<file path="src/rtl/framebuffer_arbiter_if.sv">
// Bus bundle between the framebuffer arbiter and its environment:
// scan read side, host write side, swap control and the pixel RAM port.
interface framebuffer_arbiter_if #(
    parameter int ADDR_WIDTH = 10,
    parameter int DATA_WIDTH = 36
);
    logic                  scan_req;
    logic [ADDR_WIDTH-1:0] scan_addr;
    logic [DATA_WIDTH-1:0] scan_rdata;
    logic                  scan_rvalid;
    logic                  frame_sync;
    logic                  wr_valid;
    logic                  wr_ready;
    logic [ADDR_WIDTH-1:0] wr_addr;
    logic [DATA_WIDTH-1:0] wr_data;
    logic                  swap_req;
    logic                  swap_pending;
    logic                  swap_done;
    logic                  display_bank;
    logic [ADDR_WIDTH:0]   ram_addr;
    logic [DATA_WIDTH-1:0] ram_wdata;
    logic                  ram_we;
    logic [DATA_WIDTH-1:0] ram_rdata;

    // Environment side: scan engine, host loader and the RAM itself
    modport master (
        output scan_req, scan_addr, frame_sync, wr_valid, wr_addr, wr_data,
               swap_req, ram_rdata,
        input  scan_rdata, scan_rvalid, wr_ready, swap_pending, swap_done,
               display_bank, ram_addr, ram_wdata, ram_we
    );

    // Arbiter side
    modport slave (
        input  scan_req, scan_addr, frame_sync, wr_valid, wr_addr, wr_data,
               swap_req, ram_rdata,
        output scan_rdata, scan_rvalid, wr_ready, swap_pending, swap_done,
               display_bank, ram_addr, ram_wdata, ram_we
    );
endinterface

</file>
<file path="src/rtl/framebuffer_arbiter.sv">
// Double-buffered framebuffer arbiter: scan reads the front bank with
// absolute priority, host writes go through a 2-entry FIFO into the back
// bank, and bank swaps only happen at a frame boundary with the FIFO empty.
module framebuffer_arbiter #(
    parameter int ADDR_WIDTH = 10,
    parameter int DATA_WIDTH = 36
) (
    input  logic                 clk_in,
    input  logic                 reset,
    framebuffer_arbiter_if.slave bus
);
    logic [ADDR_WIDTH-1:0] fifo_addr [2];
    logic [DATA_WIDTH-1:0] fifo_data [2];
    logic                  head;
    logic                  tail;
    logic [1:0]            count;

    logic display_bank_q;
    logic swap_pending_q;
    logic swap_done_q;
    logic scan_rvalid_q;

    logic wr_ready_c;
    logic push;
    logic pop;
    logic swap_exec;

    // Handshake, drain and swap decisions; wr_ready depends on state only
    always_comb begin
        wr_ready_c = (count < 2'd2) && !swap_pending_q;
        push       = bus.wr_valid && wr_ready_c;
        pop        = !bus.scan_req && (count != 2'd0);
        swap_exec  = bus.frame_sync && swap_pending_q && (count == 2'd0);
    end

    // FIFO payload storage; only the pointers need a reset value
    always_ff @(posedge clk_in) begin
        if (push) begin
            fifo_addr[tail] <= bus.wr_addr;
            fifo_data[tail] <= bus.wr_data;
        end
    end

    // FIFO pointers and occupancy
    always_ff @(posedge clk_in or negedge reset) begin
        if (!reset) begin
            head  <= 1'b0;
            tail  <= 1'b0;
            count <= 2'd0;
        end else begin
            if (push) tail <= ~tail;
            if (pop)  head <= ~head;
            case ({push, pop})
                2'b10:   count <= count + 2'd1;
                2'b01:   count <= count - 2'd1;
                default: count <= count;
            endcase
        end
    end

    // Bank select, swap bookkeeping and read-valid pipeline
    always_ff @(posedge clk_in or negedge reset) begin
        if (!reset) begin
            display_bank_q <= 1'b0;
            swap_pending_q <= 1'b0;
            swap_done_q    <= 1'b0;
            scan_rvalid_q  <= 1'b0;
        end else begin
            scan_rvalid_q <= bus.scan_req;
            swap_done_q   <= swap_exec;
            if (swap_exec) begin
                display_bank_q <= ~display_bank_q;
                swap_pending_q <= 1'b0;
            end else if (bus.swap_req) begin
                swap_pending_q <= 1'b1;
            end
        end
    end

    // RAM port mux: scan read first, then FIFO head drain, else idle
    always_comb begin
        bus.ram_addr  = '0;
        bus.ram_wdata = '0;
        bus.ram_we    = 1'b0;
        if (bus.scan_req) begin
            bus.ram_addr = {display_bank_q, bus.scan_addr};
        end else if (count != 2'd0) begin
            bus.ram_addr  = {~display_bank_q, fifo_addr[head]};
            bus.ram_wdata = fifo_data[head];
            bus.ram_we    = 1'b1;
        end
    end

    assign bus.wr_ready     = wr_ready_c;
    assign bus.scan_rdata   = bus.ram_rdata;
    assign bus.scan_rvalid  = scan_rvalid_q;
    assign bus.swap_pending = swap_pending_q;
    assign bus.swap_done    = swap_done_q;
    assign bus.display_bank = display_bank_q;
endmodule

</file>
<file path="src/flat_wrapper.sv">
// flat-port wrapper written by rule: the top's interface ports become plain ports
module framebuffer_arbiter_flat 
#(
    parameter int ADDR_WIDTH = 10,
    parameter int DATA_WIDTH = 36
)
  (clk_in, reset, bus_scan_req, bus_scan_addr, bus_frame_sync, bus_wr_valid, bus_wr_addr, bus_wr_data, bus_swap_req, bus_ram_rdata, bus_scan_rdata, bus_scan_rvalid, bus_wr_ready, bus_swap_pending, bus_swap_done, bus_display_bank, bus_ram_addr, bus_ram_wdata, bus_ram_we);
  framebuffer_arbiter_if #(.ADDR_WIDTH(ADDR_WIDTH), .DATA_WIDTH(DATA_WIDTH)) bus_i ();
  input  logic clk_in;
  input  logic reset;
  input wire logic [$bits(bus_i.scan_req)-1:0] bus_scan_req;
  input wire logic [$bits(bus_i.scan_addr)-1:0] bus_scan_addr;
  input wire logic [$bits(bus_i.frame_sync)-1:0] bus_frame_sync;
  input wire logic [$bits(bus_i.wr_valid)-1:0] bus_wr_valid;
  input wire logic [$bits(bus_i.wr_addr)-1:0] bus_wr_addr;
  input wire logic [$bits(bus_i.wr_data)-1:0] bus_wr_data;
  input wire logic [$bits(bus_i.swap_req)-1:0] bus_swap_req;
  input wire logic [$bits(bus_i.ram_rdata)-1:0] bus_ram_rdata;
  output wire logic [$bits(bus_i.scan_rdata)-1:0] bus_scan_rdata;
  output wire logic [$bits(bus_i.scan_rvalid)-1:0] bus_scan_rvalid;
  output wire logic [$bits(bus_i.wr_ready)-1:0] bus_wr_ready;
  output wire logic [$bits(bus_i.swap_pending)-1:0] bus_swap_pending;
  output wire logic [$bits(bus_i.swap_done)-1:0] bus_swap_done;
  output wire logic [$bits(bus_i.display_bank)-1:0] bus_display_bank;
  output wire logic [$bits(bus_i.ram_addr)-1:0] bus_ram_addr;
  output wire logic [$bits(bus_i.ram_wdata)-1:0] bus_ram_wdata;
  output wire logic [$bits(bus_i.ram_we)-1:0] bus_ram_we;
  assign bus_i.scan_req = bus_scan_req;
  assign bus_i.scan_addr = bus_scan_addr;
  assign bus_i.frame_sync = bus_frame_sync;
  assign bus_i.wr_valid = bus_wr_valid;
  assign bus_i.wr_addr = bus_wr_addr;
  assign bus_i.wr_data = bus_wr_data;
  assign bus_i.swap_req = bus_swap_req;
  assign bus_i.ram_rdata = bus_ram_rdata;
  assign bus_scan_rdata = bus_i.scan_rdata;
  assign bus_scan_rvalid = bus_i.scan_rvalid;
  assign bus_wr_ready = bus_i.wr_ready;
  assign bus_swap_pending = bus_i.swap_pending;
  assign bus_swap_done = bus_i.swap_done;
  assign bus_display_bank = bus_i.display_bank;
  assign bus_ram_addr = bus_i.ram_addr;
  assign bus_ram_wdata = bus_i.ram_wdata;
  assign bus_ram_we = bus_i.ram_we;
  framebuffer_arbiter #(.ADDR_WIDTH(ADDR_WIDTH), .DATA_WIDTH(DATA_WIDTH)) u_core (.clk_in(clk_in), .reset(reset), .bus(bus_i));
endmodule
</file>
<file path="config.mk">
export PLATFORM = sky130hd
export DESIGN_NAME = framebuffer_arbiter_flat
export DESIGN_NICKNAME = d
export VERILOG_FILES = /design/src/rtl/framebuffer_arbiter_if.sv /design/src/rtl/framebuffer_arbiter.sv /design/src/flat_wrapper.sv
export SDC_FILE = /design/constraint.sdc
export NUM_CORES = 1
export LEC_CHECK = 0
export ABC_AREA = 1
export BUFFER_PORTS_ARGS = -buffer_cell sky130_fd_sc_hd__buf_4
export CAP_MARGIN = 40
export CORE_UTILIZATION = 48
export DETAILED_ROUTE_END_ITERATION = 8
export PLACE_DENSITY = 0.82
export SKIP_CTS_REPAIR_TIMING = 1
export SLEW_MARGIN = 20
export SYNTH_ARGS = -nofsm -noshare
export SYNTH_HDL_FRONTEND = slang
export SYNTH_SLANG_ARGS = --single-unit
</file>
<file path="constraint.sdc">
create_clock -name clk_in -period 3.4 [get_ports clk_in]
set_input_delay 0.34 -clock clk_in [delete_from_list [all_inputs] [get_ports clk_in]]
set_output_delay 0.34 -clock clk_in [all_outputs]
set_load 0.01 [all_outputs]
</file>
==> Flow_metrics.wiki, run 1 <==
{| class="wikitable"
! Metric !! Value
|-
| First-pass GRT wire length || 13.99 mm
|-
| Net count of the finished layout || roughly 610
|-
| Critical-path maximum fanout || 35
|-
| Violated checks || design-rule violations
|-
| Final critical path time including I/O delays and setup || 2.109 ns
|-
| Vias/cell || 4.801
|-
| Count of antenna-violating nets left after detailed routing || 0
|-
| Maximum achievable frequency || about 0.47 GHz
|-
| Number of antenna diodes || 0
|-
| Maximum vdd ir drop || 0.0003161 V
|-
| Clock root buffer master || sky130_fd_sc_hd__clkbuf_8
|-
| Number of vias after detailed routing || 2,991
|-
| Floorplan die height || 98.21 µm
|-
| Antenna violations before repair || 0
|-
| Worst setup SP type || register
|-
| Startpoint of the worst register-to-register path || u_core.count[1]$_DFFE_PN0P_
|-
| FP Rows || 34
|-
| Largest net degree at the start of global routing || 48
|-
| Final worst-path cycle share || 0.6202
|-
| Area of the die || 9645 µm²
|-
| Most common library cell in the layout ignoring fill and taps || sky130_fd_sc_hd__nand2_1
|-
| Leftover overflow at the end of global routing || 0
|-
| Fraction of final layout cells with drive strength greater than 1 || 0.3107
|-
| Synth unique cells || 19
|-
| Width of the chip || 98.21 µm
|-
| Half-perimeter wire length after detailed placement || 6.343 mm
|-
| Core Region || 8848 µm²
|-
| Inserted Clock Buffers || 9
|-
| Final Max Tran Viols || 0
|-
| Post-synthesis area per instance || 10.31 µm²
|-
| Worst Skew || 0.01161 ns
|-
| Clock transition at the register clock pins on the worst setup and hold paths after CTS || ~0.10 ns
|-
| Leakage power of the design || 2.598 nW
|-
| Routed length per instance || 14.83 µm
|-
| Setup repair after global routing missed its margin || false
|-
| Pre-antenna DRT Iters || 9
|-
| Stage delay of the slowest cell on the critical path || between 0.4 and 0.5 ns
|-
| Clock Latency Late Sink || ~0.36 ns
|-
| Tot Pwr || 3.540 mW
|-
| Buffers on Ports || about 110
|-
| Setup-violating endpoint count in the final report || 0
|-
| Non-Filler Cell Area, Final || 5318 µm²
|-
| Max-cap violations || 0
|-
| Final worst-path setup slack || 1.291 ns
|-
| Post-Synthesis Net Count || 530
|-
| Source of the worst hold timing path || bus_wr_data[30]
|-
| Number of warning messages in the yosys log || 0
|-
| Crit path top cell by count || sky130_fd_sc_hd__nand2_1
|-
| I/O pins || 187
|-
| Starting Density || 0.5021
|-
| Post-detailed-placement cell area || 5119 µm²
|-
| Power per cell area || 665.8 nW/µm²
|-
| Setup slack of the most critical reg-to-reg path || 1.52 ns
|-
| Category of the most critical setup path || reg -> out
|-
| Crit path from || u_core.count[1]$_DFFE_PN0P_
|-
| Transition time of the tightest slew-check pin || 0.6262 ns
|-
| Synth Instances || ~430
|-
| Cells traversed along the worst timing path || o21ai_2, inv_2, buf_12, nand2_1, nand2_1, buf_4
|-
| Layout Area Growth over Synthesis || 19.68%
|-
| Arr. time, crit path || 1.77 ns
|-
| Final Routed Wirelength || 9.242 mm
|-
| Residual DRC || 16
|-
| Cell with the largest stage delay on the worst path || sky130_fd_sc_hd__dfrtp_1
|-
| Total negative slack || 0 ns
|-
| Hold violation total from the final report || 0
|-
| Overall fraction of global-route tracks in use || 0.1937
|-
| H-tree depth || 3
|-
| Synthesized flop and latch total || 100
|-
| Number of global-route vias before repair || 2,945
|-
| Netlist area before placement || 4443 µm²
|-
| Count of routing violations after the opening detailed-route iteration || 119
|-
| Commonest cells after routing, fill and taps aside || sky130_fd_sc_hd__nand2_1 (209), sky130_fd_sc_hd__buf_4 (116), sky130_fd_sc_hd__edfxtp_1 (92), sky130_fd_sc_hd__inv_1 (34), sky130_fd_sc_hd__inv_2 (13)
|-
| Sequential area share after synthesis || 0.6669
|-
| Class of the tightest hold or removal check || in -> reg
|-
| Data required time at the worst endpoint || about 3.1 ns
|-
| Pre-CTS WS || about 1.5 ns
|-
| Outcome || complete, but fails checks
|-
| Global placement routability congestion || 0.8149
|-
| Endpoint type of the worst setup path || primary output
|-
| Relative max-transition margin || 0.5825
|-
| CTS tree || yes
|-
| Buffers from clock root to sink, at most || 2
|-
| Number of clock sinks seen by CTS || 100
|}
[Yosys cell counts]
cell type	count	area, µm²
sky130_fd_sc_hd__nand3b_1	1	7.510
sky130_fd_sc_hd__clkbuf_1	1	3.750
sky130_fd_sc_hd__buf_6	2	22.52
sky130_fd_sc_hd__edfxtp_1	92	2763
sky130_fd_sc_hd__dfrtp_1	8	200.2
sky130_fd_sc_hd__buf_4	39	292.8
sky130_fd_sc_hd__nand2_1	209	784.5
sky130_fd_sc_hd__nand2_2	10	62.56
sky130_fd_sc_hd__inv_1	35	131.4
sky130_fd_sc_hd__o21ai_0	1	5.000
sky130_fd_sc_hd__ha_1	1	12.51
sky130_fd_sc_hd__nand4_1	1	6.260
sky130_fd_sc_hd__nor2_1	5	18.77
sky130_fd_sc_hd__inv_2	12	45.04
sky130_fd_sc_hd__xnor2_1	1	8.760
sky130_fd_sc_hd__o21ai_2	1	8.760
sky130_fd_sc_hd__buf_2	9	45.04
sky130_fd_sc_hd__buf_8	1	15.01
sky130_fd_sc_hd__nand3_1	2	10.01
[per-layer routing]
| layer | wire [µm] | global-route usage |
|---|---|---|
| met2 | 5089 | 0.3722 |
| met5 | 0 | 0 |
| met4 | 392 | 0.1355 |
| met3 | 563 | 0.03508 |
| met1 | 3196 | 0.1844 |
[state kept, by name, summed over array words and instances (netlist names)]
register / cells
u_core.head: 1
u_core.bus.scan_rvalid: 1
u_core.fifo_addr: 20
u_core.fifo_data: 72
u_core.bus.swap_done: 1
u_core.bus.display_bank: 1
u_core.count: 2
u_core.bus.swap_pending: 1
u_core.tail: 1
[metrics by stage]
step	hold slack, ns	utilization	cells
after global placement	0.1623	0.5740	603
final	0.1574	0.6010	623
after CTS	-0.2222	0.5976	621
after global routing	0.1358	0.6010	623
after detailed placement	0.1645	0.5785	605
after floorplan	0.04441	-	431
[report_power, final]
group	total (mW)	internal (mW)	switching, mW
logic	1.32	0.526	0.790
clock network	0.660	0.268	0.392
registers	1.56	1.50	0.0661
total	3.54	2.29	1.25
[cells by family after synthesis]
kind of cell / count (synthesis) / share of synthesized area
DFF: 100 / 0.6669
xor gates and xnor gates: 1 / 0.001972
adders and majority gates: 1 / 0.002816
and+or+nand+nor: 228 / 0.2002
AOI/OAI and AO/OA: 2 / 0.003097
buffers and inverters: 99 / 0.1250
[final cells by class]
| class | instances | area [µm²] |
|---|---|---|
| Timing Repair Buffer | 120 | 940.9 |
| Multi-Input combinational cell | 232 | 932.1 |
| Sequential cell | 100 | 2964 |
| Tap cell | 108 | 135.1 |
| Clock buffer | 10 | 127.6 |
| Clock inverter | 6 | 41.29 |
| Fill cell | 710 | 3531 |
| Inverter | 47 | 176.4 |
[critical path: cells and delay by family (launching register included)]
kind,cells,cell delay [ns]
AOI/OAI and AO/OA,1,0.11
and+or+nand+nor,2,0.17
DFF,1,0.47
buffers and inverters,3,0.66
[path summary, 6_finish.rpt]
| kind | depth (start not counted) | to |
|---|---|---|
| max reg2reg | 4 | u_core.fifo_data[1][13]$_DFFE_PP_ |
| min in group asynchronous | 2 | u_core.bus.scan_rvalid$_DFF_PN0_ |
| min reg2reg | 2 | u_core.tail$_DFFE_PN0N_ |
| min | 1 | u_core.fifo_data[1][30]$_DFFE_PP_ |
| max | 6 | bus_ram_addr[7] |
| max in group asynchronous | 2 | u_core.head$_DFFE_PN0P_ |
Note: power is estimated with default switching activity, not from simulation.
==> run 2: changes to the inputs <==
CORE_UTILIZATION = 43   (was 48)
PLACE_DENSITY = 0.78   (was 0.82)
clock period = 1.8 ns   (was 3.4 ns; I/O delays follow)
==> run 2 against run 1 <==
  * The flow now finishes without violations
  * Die area up 11%
  * Sequential power up 90%
  * Largest cell class unchanged
  * Critical endpoint is now bus_ram_wdata[35]
  * Cell count up 9.1%
  * First-iteration DRC count down 0.84%
  * Via count up 3.7%
  * Non-clock buffer count up 30
  * Register-to-register slack worse by 1.3 ns
  * Critical path depth unchanged
==> Flow_metrics.wiki, run 2 (same netlist as run 1, synthesis figures left out) <==
{| class="wikitable"
! Metric !! Value
|-
| Core Region || 9910 µm² (+12%)
|-
| I/O pins || 187 (unchanged)
|-
| Clock Latency Late Sink || 0.35 ns (about the same)
|-
| Hold violation total from the final report || 0 (unchanged)
|-
| Number of vias after detailed routing || 3,101 (+3.7%)
|-
| Floorplan die height || 103.7 µm (+5.5%)
|-
| Fraction of power consumed by sequential logic || 0.422 (-0.020)
|-
| Met3 track utilization from global routing || 0.03965 (+0.004572)
|-
| Fraction of final layout cells with drive strength greater than 1 || 0.3156 (+0.004917)
|-
| Class of the tightest hold or removal check || in -> reg
|-
| Antenna violations before repair || 2 (+2)
|-
| Cell with the largest stage delay on the worst path || sky130_fd_sc_hd__dfrtp_2
|-
| Final Max Tran Viols || 0 (unchanged)
|-
| Buffers from clock root to sink, at most || 2 (unchanged)
|-
| Setup-violating endpoint count in the final report || 0 (unchanged)
|-
| Clock root buffer master || sky130_fd_sc_hd__clkbuf_8
|-
| Number of filler cells placed in the layout || 853 (+20%)
|-
| Transition time of the tightest slew-check pin || 0.3134 ns (-0.3129 ns)
|-
| Vias/cell || 4.560 (-5.0%)
|-
| Global placement routability congestion || 0.7095 (-13%)
|-
| Worst Skew || 0.008298 ns (-0.003313 ns)
|-
| Routed length per instance || 14.49 µm (-2.3%)
|-
| Arr. time, crit path || 1.53 ns (-0.24 ns)
|-
| Category of the most critical setup path || reg -> out
|-
| Number of global-route vias before repair || 2,983 (+1.3%)
|-
| Post-route worst hold slack || 0.01595 ns (-0.1414 ns)
|-
| Non-Filler Cell Area, Final || 5717 µm² (+7.5%)
|-
| Switch Pwr || 2.434 mW (+95%)
|-
| Endpoint type of the worst setup path || primary output
|-
| Leftover overflow at the end of global routing || 0 (unchanged)
|-
| Gr busiest metal || met2
|-
| Proportion of total power due to net switching || 0.3457 (-0.006909)
|-
| Power Internal || 4.606 mW (+100%)
|-
| FP Rows || 36 (+5.9%)
|-
| Post-detailed-placement cell area || 5215 µm² (+1.9%)
|-
| Data required time at the worst endpoint || 1.62 ns (-1.44 ns)
|-
| Portion of total power attributed to combinational logic || 0.373 (about the same)
|-
| Count of routing violations after the opening detailed-route iteration || 118 (-0.84%)
|-
| Cells traversed along the worst timing path || o21ai_4, inv_2, buf_6, nand2_1, inv_1, buf_4
|-
| Global routing usage on met1 || 0.1751 (-0.009264)
|-
| Net count of the finished layout || 639 (+4.9%)
|-
| Half-perimeter wire length after detailed placement || 6.907 mm (+8.9%)
|-
| Setup repair after global routing missed its margin || false
|-
| Maximum vdd ir drop || 0.0006760 V (+110%)
|-
| Count of antenna-violating nets left after detailed routing || 0 (unchanged)
|-
| Leakage power of the design || 2.740 nW (+5.5%)
|-
| First-pass GRT wire length || 14.86 mm (+6.2%)
|-
| Most common library cell in the layout ignoring fill and taps || sky130_fd_sc_hd__nand2_1
|-
| Final critical path time including I/O delays and setup || 1.715 ns
|-
| Final worst-path cycle share || 0.9527
|-
| Proportion of power drawn by the clock network || 0.205 (+0.019)
|-
| Biggest register || u_core.fifo_data
|-
| Commonest cells after routing, fill and taps aside || sky130_fd_sc_hd__nand2_1 (208), sky130_fd_sc_hd__buf_4 (119), sky130_fd_sc_hd__edfxtp_1 (92), sky130_fd_sc_hd__inv_1 (34), sky130_fd_sc_hd__dlygate4sd3_1 (25)
|-
| Residual DRC || 0 (-16)
|-
| Largest net degree at the start of global routing || 48 (unchanged)
|-
| Filler-free cell count of the finished design || 680 (+9.1%)
|-
| Worst setup SP type || register
|-
| Layout Area Growth over Synthesis || 28.67%
|-
| Starting Density || 0.4484 (-0.05376)
|-
| Pre-antenna DRT Iters || 6 (-3)
|-
| Critical-path maximum fanout || 25 (-29%)
|-
| Max-cap violations || 0 (unchanged)
|-
| Final Routed Wirelength || 9.851 mm (+6.6%)
|-
| Inserted Clock Buffers || 9 (unchanged)
|-
| Maximum achievable frequency || 0.5832 GHz
|-
| Width of the chip || 103.7 µm (+5.5%)
|-
| CTS tree || yes
|-
| Area of the die || 10,740 µm² (+11%)
|-
| Relative max-transition margin || 0.7911 (+0.2086)
|-
| Stage delay of the slowest cell on the critical path || 0.46 ns (about the same)
|-
| Registers with the highest flip-flop counts || u_core.fifo_data x72, u_core.fifo_addr x20, u_core.count x2
|-
| Power per cell area || 1231 nW/µm² (+85%)
|-
| Global Route met2 Usage || 0.3461 (-0.02604)
|-
| Outcome || finished, final reports clean
|-
| Number of clock sinks seen by CTS || 100 (unchanged)
|-
| H-tree depth || 3 (unchanged)
|-
| Max FFs per register || 72 (unchanged)
|-
| Buffers on Ports || 114 (unchanged)
|-
| Cell Count Post-Placement || 635 (+5.0%)
|-
| Clock transition at the register clock pins on the worst setup and hold paths after CTS || 0.09 ns (about the same)
|-
| Overall fraction of global-route tracks in use || 0.1813 (-0.01236)
|}
[run 2: cell types whose count changed in the layout (fill, tap and decap cells not counted), moves of 3 or more]
| cell | change |
|---|---|
| sky130_fd_sc_hd__dlygate4sd3_1 | +24 |
| sky130_fd_sc_hd__buf_4 | +3 |
| sky130_fd_sc_hd__dfrtp_1 | -3 |
| sky130_fd_sc_hd__dfrtp_2 | +3 |
[run 2: metal layers]
layer,vias up,share of wire
met5,-,0
met4,0,0.055
met3,48,0.057
met2,103,0.55
met1,1427,0.34
li1,1523,-
[run 2: area by class of cell]
| class | instances | area [µm²] | area share |
|---|---|---|---|
| repair buffers | 150 | 1240 | 0.2169 |
| clock inverters | 7 | 81.33 | 0.01423 |
| inverters | 47 | 182.7 | 0.03195 |
| clock buffers | 9 | 123.9 | 0.02167 |
| multi-input cells | 232 | 949.7 | 0.1661 |
| flip-flops and latches | 100 | 2968 | 0.5192 |
| diodes | 2 | 5.005 | 0.0008755 |
| well taps | 133 | 166.4 | 0.02911 |
[run 2: path summary, 6_finish.rpt]
kind / startpoint / to / slack (ns) / cells past startpoint
max: u_core.count[1]$_DFFE_PN0P_ / bus_ram_wdata[35] / 0.09 / 6
min: bus_wr_data[31] / u_core.fifo_data[1][31]$_DFFE_PP_ / 0.02 / 1
max reg2reg: u_core.count[1]$_DFFE_PN0P_ / u_core.fifo_data[0][5]$_DFFE_PP_ / 0.19 / 5
min reg2reg: u_core.tail$_DFFE_PN0N_ / u_core.tail$_DFFE_PN0N_ / 0.50 / 2
max in group asynchronous: reset / u_core.head$_DFFE_PN0P_ / 1.46 / 2
min in group asynchronous: reset / u_core.bus.scan_rvalid$_DFF_PN0_ / 0.19 / 2
[run 2: metrics by stage]
step | util | TNS (ns) | total power [mW] | worst slack, ns
4_1_cts | 0.5470 | -0.3750 | 7.002 | -0.04187
6_report | 0.5769 | 0 | 7.039 | 0.08518
3_5_place_dp | 0.5263 | 0 | 5.560 | 0.3161
2_1_floorplan | - | -0.6436 | 4.641 | -0.01399
5_1_grt | 0.5766 | 0 | 7.500 | 0.001187
3_3_place_gp | 0.5263 | 0 | 5.496 | 0.3774
[run 2: critical path, delay by kind of cell, from the launching register on]
kind,cells,cell delay (ns)
AND/OR/NAND/NOR,1,0.10
buffers and inverters,4,0.44
flip-flops,1,0.46
AO/OA/AOI/OAI,1,0.18
[run 2: power by group through the flow]
stage          Combinational (mW)  Clock, mW  Sequential (mW)
2_1_floorplan                1.64          0             3.00
3_3_place_gp                 2.50          0             3.00
3_5_place_dp                 2.54          0             3.02
4_1_cts                      2.56       1.48             2.96
5_1_grt                      2.94       1.56             3.00
6_report                     2.62       1.44             2.97
==> run 3: changes to the inputs <==
ABC_AREA = default   (was 1)
CORE_UTILIZATION = 42   (was 43)
==> run 3 against run 2 <==
  * The run now ends with negative setup slack left
  * Critical path depth down 1
  * First-iteration DRC count decreased by 5.9%
  * Non-clock buffer count up 21
  * Design area is 0.63% lower
  * Sequential power hardly changed
  * Cell count decreased by 21%
  * Via count shrank 19%
  * Sequential share of layout area increased by 0.29 points
  * Largest cell class unchanged
==> Flow_metrics.wiki, run 3 <==
{| class="wikitable"
! Metric !! Value
|-
| Outcome || complete, but fails checks
|-
| Violated checks || negative setup slack
|-
| Number of antenna diodes || 0 (-2)
|-
| Final Max Tran Viols || 0 (unchanged)
|-
| Setup-violating endpoint count in the final report || 1 (+1)
|-
| Utilization after layout || 0.6061 (+0.02925)
|-
| Residual DRC || 0 (unchanged)
|-
| Buffers plus inverters on the worst setup path || 2 (-2)
|-
| Category of the most critical setup path || reg -> out
|-
| FP Rows || 35 (-2.8%)
|-
| Gr busiest metal || met2
|-
| Area share of the largest cell type after synthesis || 0.6677 (+0.04588)
|-
| Area of the die || 10,250 µm² (-4.6%)
|-
| Final Routed Wirelength || 8.922 mm (-9.4%)
|-
| Post-Synthesis Net Count || 369 (-30%)
|-
| Met3 track utilization from global routing || 0.05038 (+0.01073)
|-
| Global Route met2 Usage || 0.2983 (-0.04784)
|-
| Netlist area before placement || 4138 µm² (-6.9%)
|-
| Overall fraction of global-route tracks in use || 0.1663 (-0.01503)
|-
| Hold violation total from the final report || 0 (unchanged)
|-
| Max-cap violations || 0 (unchanged)
|-
| Net count of the finished layout || 503 (-21%)
|-
| Fraction of power consumed by sequential logic || 0.433 (+0.011)
|-
| Half-perimeter wire length after detailed placement || 5.828 mm (-16%)
|-
| Final worst-path setup slack || -0.01639 ns (-0.1016 ns)
|-
| Inserted Clock Buffers || 9 (unchanged)
|-
| Global routing usage on met1 || 0.1749 (-0.0002856)
|-
| Cell taking the most area after synthesis || sky130_fd_sc_hd__edfxtp_1
|-
| Global placement routability congestion || 0.7200 (+1.5%)
|-
| Stage delay of the slowest cell on the critical path || 0.43 ns (-0.03 ns)
|-
| Total negative slack || -0.01639 ns (-0.01639 ns)
|-
| Proportion of power drawn by the clock network || 0.224 (+0.019)
|-
| Switch Pwr || 2.025 mW (-17%)
|-
| Setup repair after global routing missed its margin || true
|-
| Clock transition at the register clock pins on the worst setup and hold paths after CTS || 0.09 ns (about the same)
|-
| Class of the tightest hold or removal check || in -> reg
|-
| Final worst-path cycle share || 1.009 (+0.05643)
|-
| Number of flops mapped to enable cells by yosys || 92 (unchanged)
|-
| I/O pins || 187 (unchanged)
|-
| Transition time of the tightest slew-check pin || 0.3201 ns (+0.006696 ns)
|-
| Max FFs per register || 72 (unchanged)
|-
| Core Region || 9371 µm² (-5.4%)
|-
| Cell with the largest stage delay on the worst path || sky130_fd_sc_hd__dfrtp_1
|-
| Commonest cells after routing, fill and taps aside || sky130_fd_sc_hd__buf_4 (118), sky130_fd_sc_hd__edfxtp_1 (92), sky130_fd_sc_hd__mux2i_1 (46), sky130_fd_sc_hd__dlygate4sd3_1 (46), sky130_fd_sc_hd__nor2_1 (28)
|-
| Maximum vdd ir drop || 0.0005938 V (-12%)
|-
| Sequential area share after synthesis || 0.7161 (+0.04920)
|-
| Registers with the highest flip-flop counts || u_core.fifo_data x72, u_core.fifo_addr x20, u_core.count x2
|-
| Synth unique cells || 17 (-2)
|-
| Synth Instances || 270 (-37%)
|-
| Fraction of registers with async set or reset after synthesis || 0.08000 (unchanged)
|-
| Final critical path time including I/O delays and setup || 1.816 ns (+0.1016 ns)
|-
| Worst setup SP type || register
|-
| Post-synthesis area per instance || 15.32 µm² (+49%)
|-
| Starting Density || 0.4415 (-0.006837)
|-
| Most common library cell in the layout ignoring fill and taps || sky130_fd_sc_hd__buf_4
|-
| Fraction of final layout cells with drive strength greater than 1 || 0.3995 (+0.08391)
|-
| Proportion of total power due to net switching || 0.2972 (-0.04847)
|-
| Antenna violations before repair || 0 (-2)
|-
| Leftover overflow at the end of global routing || 0 (unchanged)
|-
| Synth top area cells || sky130_fd_sc_hd__edfxtp_1 (67%), sky130_fd_sc_hd__mux2i_1 (11%), sky130_fd_sc_hd__buf_4 (6.9%)
|-
| Top cell family by delay on the critical path || flip-flops
|-
| Most common library cells after synthesis || sky130_fd_sc_hd__edfxtp_1 (92), sky130_fd_sc_hd__mux2i_1 (46), sky130_fd_sc_hd__buf_4 (38)
|-
| Number of warning messages in the yosys log || 0 (unchanged)
|-
| Power per cell area || 1199 nW/µm² (-2.6%)
|-
| Endpoint type of the worst setup path || primary output
|-
| Portion of total power attributed to combinational logic || 0.343 (-0.030)
|-
| Width of the chip || 101.3 µm (-2.3%)
|-
| Clock root buffer master || sky130_fd_sc_hd__clkbuf_8
|-
| Floorplan die height || 101.3 µm (-2.3%)
|-
| Vias/cell || 4.667 (+2.3%)
|-
| Count of antenna-violating nets left after detailed routing || 0 (unchanged)
|-
| H-tree depth || 3 (unchanged)
|-
| Routed length per instance || 16.61 µm (+15%)
|-
| Buffers on Ports || 114 (unchanged)
|-
| Count of routing violations after the opening detailed-route iteration || 111 (-5.9%)
|-
| Most used flip-flop cell after synthesis || sky130_fd_sc_hd__edfxtp_1
|-
| Relative max-transition margin || 0.7866 (-0.004464)
|-
| Synthesized flop and latch total || 100 (unchanged)
|-
| Clock Latency Late Sink || 0.35 ns (about the same)
|-
| Number of clock sinks seen by CTS || 100 (unchanged)
|-
| Biggest register || u_core.fifo_data
|-
| Data required time at the worst endpoint || 1.62 ns (about the same)
|-
| Power Internal || 4.787 mW (+3.9%)
|-
| Number of global-route vias before repair || 2,332 (-22%)
|-
| First-pass GRT wire length || 12.19 mm (-18%)
|-
| Arr. time, crit path || 1.64 ns (+0.11 ns)
|-
| Pre-antenna DRT Iters || 4 (-2)
|-
| Critical-path maximum fanout || 23 (-8.0%)
|-
| Worst Skew || 0.01284 ns (+0.004541 ns)
|-
| Leakage power of the design || 2.298 nW (-16%)
|-
| Layout Area Growth over Synthesis || 37.28%
|-
| Buffers from clock root to sink, at most || 2 (unchanged)
|-
| Maximum achievable frequency || 0.5505 GHz (-5.6%)
|-
| Cells traversed along the worst timing path || nor2_2, or2_4, buf_12, o21ai_1, buf_4
|-
| Largest net degree at the start of global routing || 47 (-2.1%)
|-
| CTS tree || yes
|-
| Most used standard cell by instance count after synthesis || sky130_fd_sc_hd__edfxtp_1
|-
| Number of vias after detailed routing || 2,506 (-19%)
|}
==> run 3: cell types whose count changed in the layout (fill, tap and decap cells not counted), moves of 3 or more <==
cell,before,now
sky130_fd_sc_hd__nand2_1,208,11
sky130_fd_sc_hd__xnor2_1,1,4
sky130_fd_sc_hd__nor2_2,0,12
sky130_fd_sc_hd__nor2_1,3,28
sky130_fd_sc_hd__inv_2,11,0
sky130_fd_sc_hd__nand2_2,11,1
sky130_fd_sc_hd__o21ai_1,0,6
sky130_fd_sc_hd__mux2i_1,0,46
sky130_fd_sc_hd__o21ai_2,0,5
sky130_fd_sc_hd__inv_1,34,1
sky130_fd_sc_hd__dlygate4sd3_1,25,46
==> run 3: kinds of logic after synthesis <==
family,synth area share
xor+xnor,0.01270
flops,0.7161
fa+ha+maj,0.003023
simple gates,0.05896
compound gates,0.01330
mux,0.1113
buf+inv,0.08467
==> run 3: power groups by stage <==
stage	Clock, mW	Sequential [mW]	Combinational (mW)
CTS	1.57	2.94	2.12
finish	1.53	2.95	2.33
global route	1.65	2.97	2.52
global placement	0	2.98	2.08
floorplan	0	2.95	1.35
detailed placement	0	3.00	2.11
==> run 3: final timing paths <==
path	from	endpoint	slack, ns	depth (start not counted)
setup / recovery	u_core.count[1]$_DFFE_PN0P_	bus_ram_addr[0]	-0.02	5
max in group asynchronous	reset	u_core.head$_DFFE_PN0P_	1.47	2
min in group asynchronous	reset	u_core.bus.display_bank$_DFFE_PN0P_	0.18	2
setup reg to reg	u_core.count[1]$_DFFE_PN0P_	u_core.count[1]$_DFFE_PN0P_	0.28	6
hold reg to reg	u_core.tail$_DFFE_PN0N_	u_core.tail$_DFFE_PN0N_	0.55	1
hold / removal	bus_wr_data[27]	u_core.fifo_data[0][27]$_DFFE_PP_	0.02	1
==> run 3: through the flow <==
stage	hold slack (ns)	total power, mW	cells	setup WS (ns)	instance area, µm²
detailed placement	0.006725	5.105	474	0.2116	4922
global placement	0.004298	5.063	474	0.2493	4922
floorplan	-0.1156	4.309	270	0.004475	4158
CTS	-0.3888	6.627	489	-0.1981	5136
finish	0.01906	6.811	537	-0.01639	5680
global route	0.0005403	7.142	537	-0.08001	5680
==> run 3: cell type report <==
cell class | instances | area (µm²)
well taps | 129 | 161.4
repair buffers | 171 | 1464
multi-input cells | 121 | 872.1
flip-flops and latches | 100 | 2965
inverters | 1 | 3.754
clock inverters | 5 | 86.33
clock buffers | 10 | 127.6
fillers | 757 | 3691
==> run 3: routing by layer <==
metal	share of wire	up-vias
met1	0.37	1194
met4	0.034	0
met5	0	-
met2	0.54	87
met3	0.052	34
li1	-	1191
